<file path="config.mk">
export PLATFORM = sky130hd
export DESIGN_NAME = i4001_rom_port
export DESIGN_NICKNAME = d
export VERILOG_FILES = /design/src/rtl/i4001_rom_port.sv
export SDC_FILE = /design/constraint.sdc
export NUM_CORES = 1
export LEC_CHECK = 0
export BUFFER_PORTS_ARGS = -buffer_cell sky130_fd_sc_hd__buf_2
export CORE_MARGIN = 3
export CORE_UTILIZATION = 48
export CTS_BUF_LIST = sky130_fd_sc_hd__clkbuf_16
export DETAILED_ROUTE_END_ITERATION = 6
export PLACE_DENSITY = 0.74
export SETUP_SLACK_MARGIN = 0.15
export SYNTH_ARGS = -nofsm -noshare
export SYNTH_HDL_FRONTEND = slang
export SYNTH_SLANG_ARGS = --single-unit
</file>
<file path="constraint.sdc">
create_clock -name clk -period 1.76 [get_ports clk]
set_clock_uncertainty 0.15 [all_clocks]
set_input_delay 0.264 -clock clk [delete_from_list [all_inputs] [get_ports clk]]
set_output_delay 0.264 -clock clk [all_outputs]
set_load 0.02 [all_outputs]
</file>
<file path="src/rtl/i4001_rom_port.sv">
// i4001_rom_port: one 4001 ROM/IO chip attached to the i4004 4-bit bus.
// It follows the 8-phase bus cycle by watching the core's clk2 and SYNC.
// It latches the fetch address and returns the opcode byte from an
// external byte store when this chip is addressed.
// It also implements the 4-bit I/O port: SRC selection, WRR and RDR.
module i4001_rom_port #(
  parameter logic [3:0] CHIP_ID = 4'h0
) (
  input  logic       clk,
  input  logic       rst_n,
  input  logic       clk1_i,
  input  logic       clk2_i,
  input  logic       sync_i,
  input  logic       cmrom_i,
  input  logic [3:0] data_i,
  output logic [3:0] data_o,
  output logic       data_oe,
  output logic [7:0] rom_addr,
  input  logic [7:0] rom_data,
  input  logic [3:0] io_in,
  output logic [3:0] io_out
);

  typedef enum logic [2:0] {
    PH_A1 = 3'd0, PH_A2 = 3'd1, PH_A3 = 3'd2, PH_M1 = 3'd3,
    PH_M2 = 3'd4, PH_X1 = 3'd5, PH_X2 = 3'd6, PH_X3 = 3'd7
  } phase_t;

  phase_t     ph, ph_next;
  logic       clk2_q;
  logic       pt;          // one-clk tick at the falling edge of clk2
  logic       locked;      // set by the first SYNC after reset
  logic       latch_en;    // end-of-phase strobe, only once locked
  logic [7:0] addr;
  logic       sel;         // this chip owns the current fetch
  logic       cap_d1, cap_d2;
  logic [7:0] opbyte;
  logic [3:0] opr, opa;
  logic       io_pend;     // current instruction is an I/O op with CM-ROM
  logic       src_sel;     // last SRC addressed this chip
  logic       io_sel;
  logic       unused_ok;

  assign pt       = clk2_q & ~clk2_i;
  assign latch_en = pt & locked;
  assign io_sel   = io_pend & src_sel;

  // clk1 is monitored only, and addr[7:4] is kept for visibility; both sink here.
  assign unused_ok = clk1_i ^ (^addr[7:4]);

  // Register clk2 so its falling edge can be detected in the clk domain.
  // NOTE: every register, data latches included, resets to a defined value so
  // the bus and the port come up quiet and a mid-cycle reset is clean.
  always_ff @(posedge clk or negedge rst_n) begin
    if (!rst_n) clk2_q <= 1'b0;
    else        clk2_q <= clk2_i;
  end

  // Phase state register; the first SYNC tick locks the tracker.
  // NOTE: sequential state uses non-blocking assignments so every register
  // samples pre-edge values regardless of statement order.
  always_ff @(posedge clk or negedge rst_n) begin
    if (!rst_n) begin
      ph     <= PH_A1;
      locked <= 1'b0;
    end else if (pt) begin
      ph <= ph_next;
      if (sync_i) locked <= 1'b1;
    end
  end

  // Next phase: SYNC always restarts at A1 (also resyncs an early SYNC).
  // NOTE: each combinational output gets a default first so no latch is inferred.
  always_comb begin
    ph_next = ph;
    if (sync_i) ph_next = PH_A1;
    else        ph_next = phase_t'(ph + 3'd1);
  end

  // Address latches, chip select and delayed capture of the store byte.
  always_ff @(posedge clk or negedge rst_n) begin
    if (!rst_n) begin
      addr     <= 8'h00;
      rom_addr <= 8'h00;
      sel      <= 1'b0;
      cap_d1   <= 1'b0;
      cap_d2   <= 1'b0;
      opbyte   <= 8'h00;
    end else begin
      cap_d1 <= latch_en && (ph == PH_A2);
      cap_d2 <= cap_d1;
      if (cap_d2) opbyte <= rom_data;
      if (latch_en) begin
        case (ph)
          PH_A1: addr[3:0] <= data_i;
          PH_A2: begin
            addr[7:4] <= data_i;
            rom_addr  <= {data_i, addr[3:0]};
          end
          PH_A3: sel <= cmrom_i & (data_i == CHIP_ID);
          default: ;
        endcase
      end
    end
  end

  // Instruction nibbles, I/O pending flag, SRC selection and the output port.
  always_ff @(posedge clk or negedge rst_n) begin
    if (!rst_n) begin
      opr     <= 4'h0;
      opa     <= 4'h0;
      io_pend <= 1'b0;
      src_sel <= 1'b0;
      io_out  <= 4'h0;
    end else if (latch_en) begin
      case (ph)
        PH_M1: opr <= data_i;
        PH_M2: begin
          opa     <= data_i;
          io_pend <= cmrom_i & (opr == 4'hE);
        end
        PH_X2: begin
          if (cmrom_i && !io_pend) src_sel <= (data_i == CHIP_ID);
          if (io_sel && (opa == 4'h0)) io_out <= data_i;
        end
        PH_X3: io_pend <= 1'b0;
        default: ;
      endcase
    end
  end

  // Bus drive: opcode nibbles in M1/M2 when selected, port input on RDR in X2.
  always_comb begin
    data_oe = 1'b0;
    data_o  = 4'h0;
    if (locked) begin
      case (ph)
        PH_M1: if (sel) begin
          data_oe = 1'b1;
          data_o  = opbyte[7:4];
        end
        PH_M2: if (sel) begin
          data_oe = 1'b1;
          data_o  = opbyte[3:0];
        end
        PH_X2: if (io_sel && (opa == 4'hA)) begin
          data_oe = 1'b1;
          data_o  = io_in;
        end
        default: ;
      endcase
    end
  end

endmodule

</file>
---- Yosys cells after proc, flatten, opt, wreduce, memory -nomap -nowiden ----
Cells that the tools add are included.
storage, ports and cells
  output and inout port bits .............. 17
  flip-flop bits (word level) ............. 42
  input bits .............................. 22
  logic and storage cells ................. 59
cells by class
  add/sub/neg operators ................... 1
  reduce and logical (&&, ||, !) cells .... 19
  mux-type cells .......................... 11
  bitwise logic cells ..................... 6
  equal/unequal tests ..................... 8
operators with widths
  cell                                            number
  two-way mux 4 bit                               4
  AND reduction 2 bit                             7
  case mux 4 bit (3 select lines)                 1
  == test 3 bit (second input constant)           3
  == test 4 bit (second input constant)           2
  logical NOT 4 bit                               2
  == test 3 x 2 -> 1 bit (second input constant)  2
  AND reduction 3 bit                             2
  bitwise AND 1 bit                               5
  logical AND 1 bit                               4
  case mux 1 bit (2 select lines)                 2
  adder 3 x 1 -> 3 bit (second input constant)    1
  == test 3 x 1 -> 1 bit (second input constant)  1
  logical NOT 3 bit                               1
  two-way mux 1 bit                               3
  two-way mux 3 bit                               1
  nonzero test 2 bit                              1
  OR reduction 2 bit                              1
  logical NOT 1 bit                               1
  inverter 1 bit                                  1

---- Depth between registers and ports, before layout ----
  depth after elaboration ................. 5
  mapped depth ............................ 6
  depth with buffers taken out ............ 5

---- Worst setup path before layout ----
OpenSTA, ideal clock, no wires.
  kind .................................... register to output
  from .................................... register ph[0]
  to ...................................... output data_oe
  data required time ...................... 1,346 ps
  buffers on the path ..................... 0
  cell stages (with the launch flop) ...... 6
  slack ................................... -142 ps
  data arrival time ....................... 1,488 ps
  cell sequence ........................... dfrtp_1 -> inv_1 -> ha_1 -> and4_1 -> nand2_1 -> a21boi_0
between the ends
  cells in the longest elaborated chain, start to end .. 4
  elaborated cells between the ends (all ways) .. 6
  those cells by class .................... eq/ne: 3; mux: 2; reduce/logical: 1
ends and longest elaborated chain
  what                                                     line  source
  start: declaration                                       29    phase_t ph, ph_next;
  start signal: assignment                                 67    ph <= ph_next;
  == test 3 bit or == test 3 x 2 -> 1 bit (tied branches)  137   case (ph)
  OR reduction 2 bit (no line)                             n/a
  case mux 1 bit (2 select lines) *                        137
  two-way mux 1 bit *                                      136   if (locked) begin
  end: declaration                                         17    output logic data_oe,
Every way passes the cells marked *; elsewhere a longest branch is shown, timed or not.

---- Worst setup path in the final report ----
  from .................................... register ph[1]
  to ...................................... output data_o[3]
between the ends
  cells in the longest elaborated chain, start to end .. 3
  elaborated cells between the ends (all ways) .. 5
  those cells by class .................... eq/ne: 3; mux: 2
ends and longest elaborated chain
  what                                                     line  source
  == test 3 bit or == test 3 x 2 -> 1 bit (tied branches)  137
  case mux 4 bit (3 select lines) *                        137
  two-way mux 4 bit *                                      136
  end: declaration                                         16    output logic [3:0] data_o,
Marked as above.

==> run summary <==
For the worst setup path, the data arrival time is 1.72 ns. The die covers 4790 sq um. The run gives 0 as the number of slew-limit violations in the final report. The logs give 264 for the filler cell count and 2 for the largest buffer count on any clock path. After detailed routing, the number of vias per cell comes to 5.64.

At the pin with the least slew margin, the transition time is 0.511 ns. The number of ports placed on the die boundary is 39. CTS saw 42 sinks.

The biggest area contributor in the post-synthesis netlist is dfrtp_1. Summing the areas of all compound-gate instances in the mapped netlist gives 7.89% of the synthesized area. The tools report the count of antenna-violating nets left after detailed routing as 0. The run gives 1354 as the number of vias in the routed layout.

After clock tree synthesis, the clock-pin slew on the worst setup and hold paths is 0.06 ns. The setup slack at placement came out at -0.0959 ns. Among the stages of the critical path, the cell type that occurs most often is ha_4. The worst setup path is launched from a flop. The area added between synthesis and finish is 36.7%. Across the VDD grid, the largest voltage drop is 0.726 mV.

Setup repair after global routing could not meet its margin everywhere. The floorplan step defined a core boundary enclosing 3740 sq um. Summed over all cells, the static leakage comes to 1.28 nW.

The global-route track usage on met1 was 22.9%. For the residual DRC count, the log shows 0. The die span in x came out at 69.2 um. During placement, the flow inserted port buffers numbering 37.

In this run the worst path has a maximum fanout of 6. TritonCTS built the clock tree. The run gives 240 as the post-layout instance count excluding filler cells. By area, the combinational part of the netlist is dominated by multiplexers.

The H-tree generated during clock tree synthesis spans 2 levels. The library cell with the highest instance count after synthesis was dfrtp_1. In this run the power density over the cells is 1290 nW/um^2. Reported max-cap violation count: 0. The cell at the root of the clock tree was clkbuf_16. For the finished layout, the period the worst path requires is 2.13 ns. The synthesized design contains 0 enable-type register cells.

The length of the first detailed-routing pass in iterations came out at 4. The final-stage net count is 219, and the number of inserted diodes is 0. The most utilized layer in the global route result was met2. The die is 69.2 um tall.

Setup violations remaining at the end of the flow were counted as 9. STA classifies the critical path endpoint as an output pin. In this run, the number of DRC markers left after iteration 0 of detailed routing was 73. The run gives 0.0391 ns as the smallest hold slack. At the end of routability-driven placement, the weighted congestion stood at 0.785. The count of buffer and inverter cells on the critical path came out at 1. In the finished design, the share of the clock period the worst path needs comes to 121%.

The total wire length is 4370 um. Summing the areas of all fa, ha and maj instances in the mapped netlist gives 3.91% of the synthesized area. For met2 alone, demand over resource in global routing was 28.8%.

Among all flip-flop cells after synthesis, the most frequent one is dfrtp_1. Entering global routing, the biggest net connects 43 pins. The final reports fail on negative setup slack. The share of the yosys chip area belonging to registers was 54.8%; the cell count after synthesis was 137. The total count of hold-check failures in the final report is 0, and the number of global-route vias before repair is 1369.

In the post-synthesis netlist, the biggest area contributors are dfrtp_1 (55%), mux2_2 (15%), mux2_4 (6.3%), ha_1 (3.9%), buf_6 (2.3%). The number of warnings printed during yosys synthesis is 0, and the cell area after synthesis is 1920 sq um. The wire length of the first global-routing pass came out at 6750 um.

The run finished, with violations left. For this run, the slowest stage of the critical path takes 0.45 ns. Summed over all layers, the global routing overflow is 0. Sorting the synthesized cells by how often they occur yields dfrtp_1 (42), mux2_2 (25), mux2_4 (8). Static timing analysis puts the maximum clock frequency at 469 MHz. In the final routed layout, each cell accounts on average for 18.2 um. Post-synthesis cell type count: 31. Of the total synthesized cell area, the portion taken by AND, OR, NAND and NOR gates is 9.00%. After detailed placement, the design holds a cell count of 224. The top cell type by area accounts for 54.8% of the synthesized area. Dividing the synthesized area by the synthesized cell count gives 14.0 sq um. Measured against its own limit, the worst slew margin works out to 65.9%. The share of final-layout standard cells stronger than drive strength 1 came out at 62.0%. The min-delay analysis places its worst path in the category primary input to flop. On the critical path, the stage with the largest delay is an instance of dfrtp_2.

The post-layout total power was 3.37 mW; the number of rows in the core area was 22. The category of the critical setup timing path is flop to output pin. Clock latency on the worst-skew pair, taken at its later pin, is 0.29 ns. The starting utilization of the core area came out at 51.3%. Of all flip-flops after synthesis, the portion carrying an async set or reset was 100%. The count of state elements after synthesis works out to 42. The run gives 0 as the initial antenna violation count. Clock tree synthesis inserted a total of 5 buffers.

The wire-length estimate of the detail-placed layout is 2720 um. For the worst path setup slack after routing, the log shows -0.370 ns. The category of cells accounting for the largest share of critical-path delay was flip-flops.

The area share of xor/xnor cells in the synthesized design was 0%. The number of nets in the synthesized netlist came out at 165. The overall fraction of global-route tracks in use came out at 18.0%.

For the required time of the worst setup path, the log shows 1.35 ns. The critical path goes through ha_4 > ha_4 > a32o_1 > a32oi_2 > nor2_2 > buf_6. Multiplexer cells account for 20.9% of the synthesized area.

In the global route stage, met3 resource usage came out at 5.80%.
-- registers in the layout (all words and copies together) (netlist names), 3 cells and up --
signal and cells:
opbyte 8, rom_addr 8, addr 4, io_out 4
opa 4, opr 4, ph 3
-- routing by layer --
metal  vias up  wire (um)
met2        41       2230
met4         0         96
met3        13        212
met1       686       1840
li1        614          -
met5         -          0
-- cell families after synthesis --
| family | Yosys count |
|---|---|
| flops | 42 |
| mux | 33 |
| simple gates | 27 |
| compound gates | 19 |
| buf+inv | 10 |
| fa+ha+maj | 6 |
-- cell type report --
type                            count  area, sq um  area share, %
Sequential cell                    42         1050           40.2
Multi-Input combinational cell     86          980           37.3
Timing Repair Buffer               51          345           13.2
Clock buffer                        5          125           4.77
Tap cell                           48         60.1           2.29
Clock inverter                      3         41.3           1.57
Inverter                            5         18.8          0.715
-- cells in the final DEF, fill, tap and decap left out, types with 2 or more instances in the layout --
| cell | n |
|---|---|
| and2_4 | 3 |
| nor2_2 | 4 |
| nand2_1 | 4 |
| clkbuf_16 | 5 |
| nand4_1 | 2 |
| dfrtp_2 | 2 |
| nor2b_1 | 2 |
| dfrtp_1 | 40 |
| a32oi_2 | 3 |
| buf_4 | 7 |
| inv_1 | 5 |
| ha_4 | 4 |
| buf_6 | 10 |
| mux2_4 | 17 |
| o21ai_2 | 2 |
| a32o_1 | 4 |
| buf_2 | 32 |
| mux2_2 | 16 |
| dlygate4sd3_1 | 2 |
| nand2_4 | 2 |
-- final timing paths --
| path | startpoint | to | slack (ns) | depth (start not counted) |
|---|---|---|---|---|
| worst max register to register | ph[1]$_DFFE_PN0P_ | opr[0]$_DFFE_PN0P_ | -0.06 | 7 |
| worst min-delay path | sync_i | ph[2]$_DFFE_PN0P_ | 0.04 | 2 |
| max in group asynchronous | rst_n | ph[0]$_DFFE_PN0P_ | 0.67 | 3 |
| worst max-delay path | ph[1]$_DFFE_PN0P_ | data_o[3] | -0.37 | 6 |
| worst min register to register | cap_d1$_DFF_PN0_ | cap_d2$_DFF_PN0_ | 0.22 | 0 |
| min in group asynchronous | rst_n | clk2_q$_DFF_PN0_ | 0.42 | 3 |
-- where the power goes --
group / switching [mW] / internal [mW]
combinational: 0.399 / 0.480
clock: 0.364 / 0.663
sequential: 0.191 / 1.28
total: 0.954 / 2.42
-- worst register-to-register path: cells and delay by family (launching register included) --
kind | cells | cell delay, ns
DFF | 1 | 0.45
muxes | 1 | 0.31
and+or+nand+nor | 1 | 0.07
buffers and inverters | 3 | 0.37
adders and majority gates | 2 | 0.37
-- repair_timing --
item / 4_1_cts / 5_1_grt
pin swaps: 10 / 14
setup endpoints to repair: 17 / 27
endpoints found under the hold margin: 43 / 0
setup buffers: 2 / 3
gates cloned: 0 / 1
gates resized for setup: 33 / 14
hold buffers: 2 / 0
-- through the flow --
stage / TNS (ns) / cell area [sq um] / util (%)
final: -1.87 / 2620 / 70.1
after detailed placement: -0.660 / 2210 / 59.0
after CTS: -1.64 / 2530 / 67.5
after global routing: -2.28 / 2620 / 70.1
after floorplan: 0 / 1960 / -
after global placement: -0.325 / 2210 / 59.0
(Power assumes the default switching activity.)
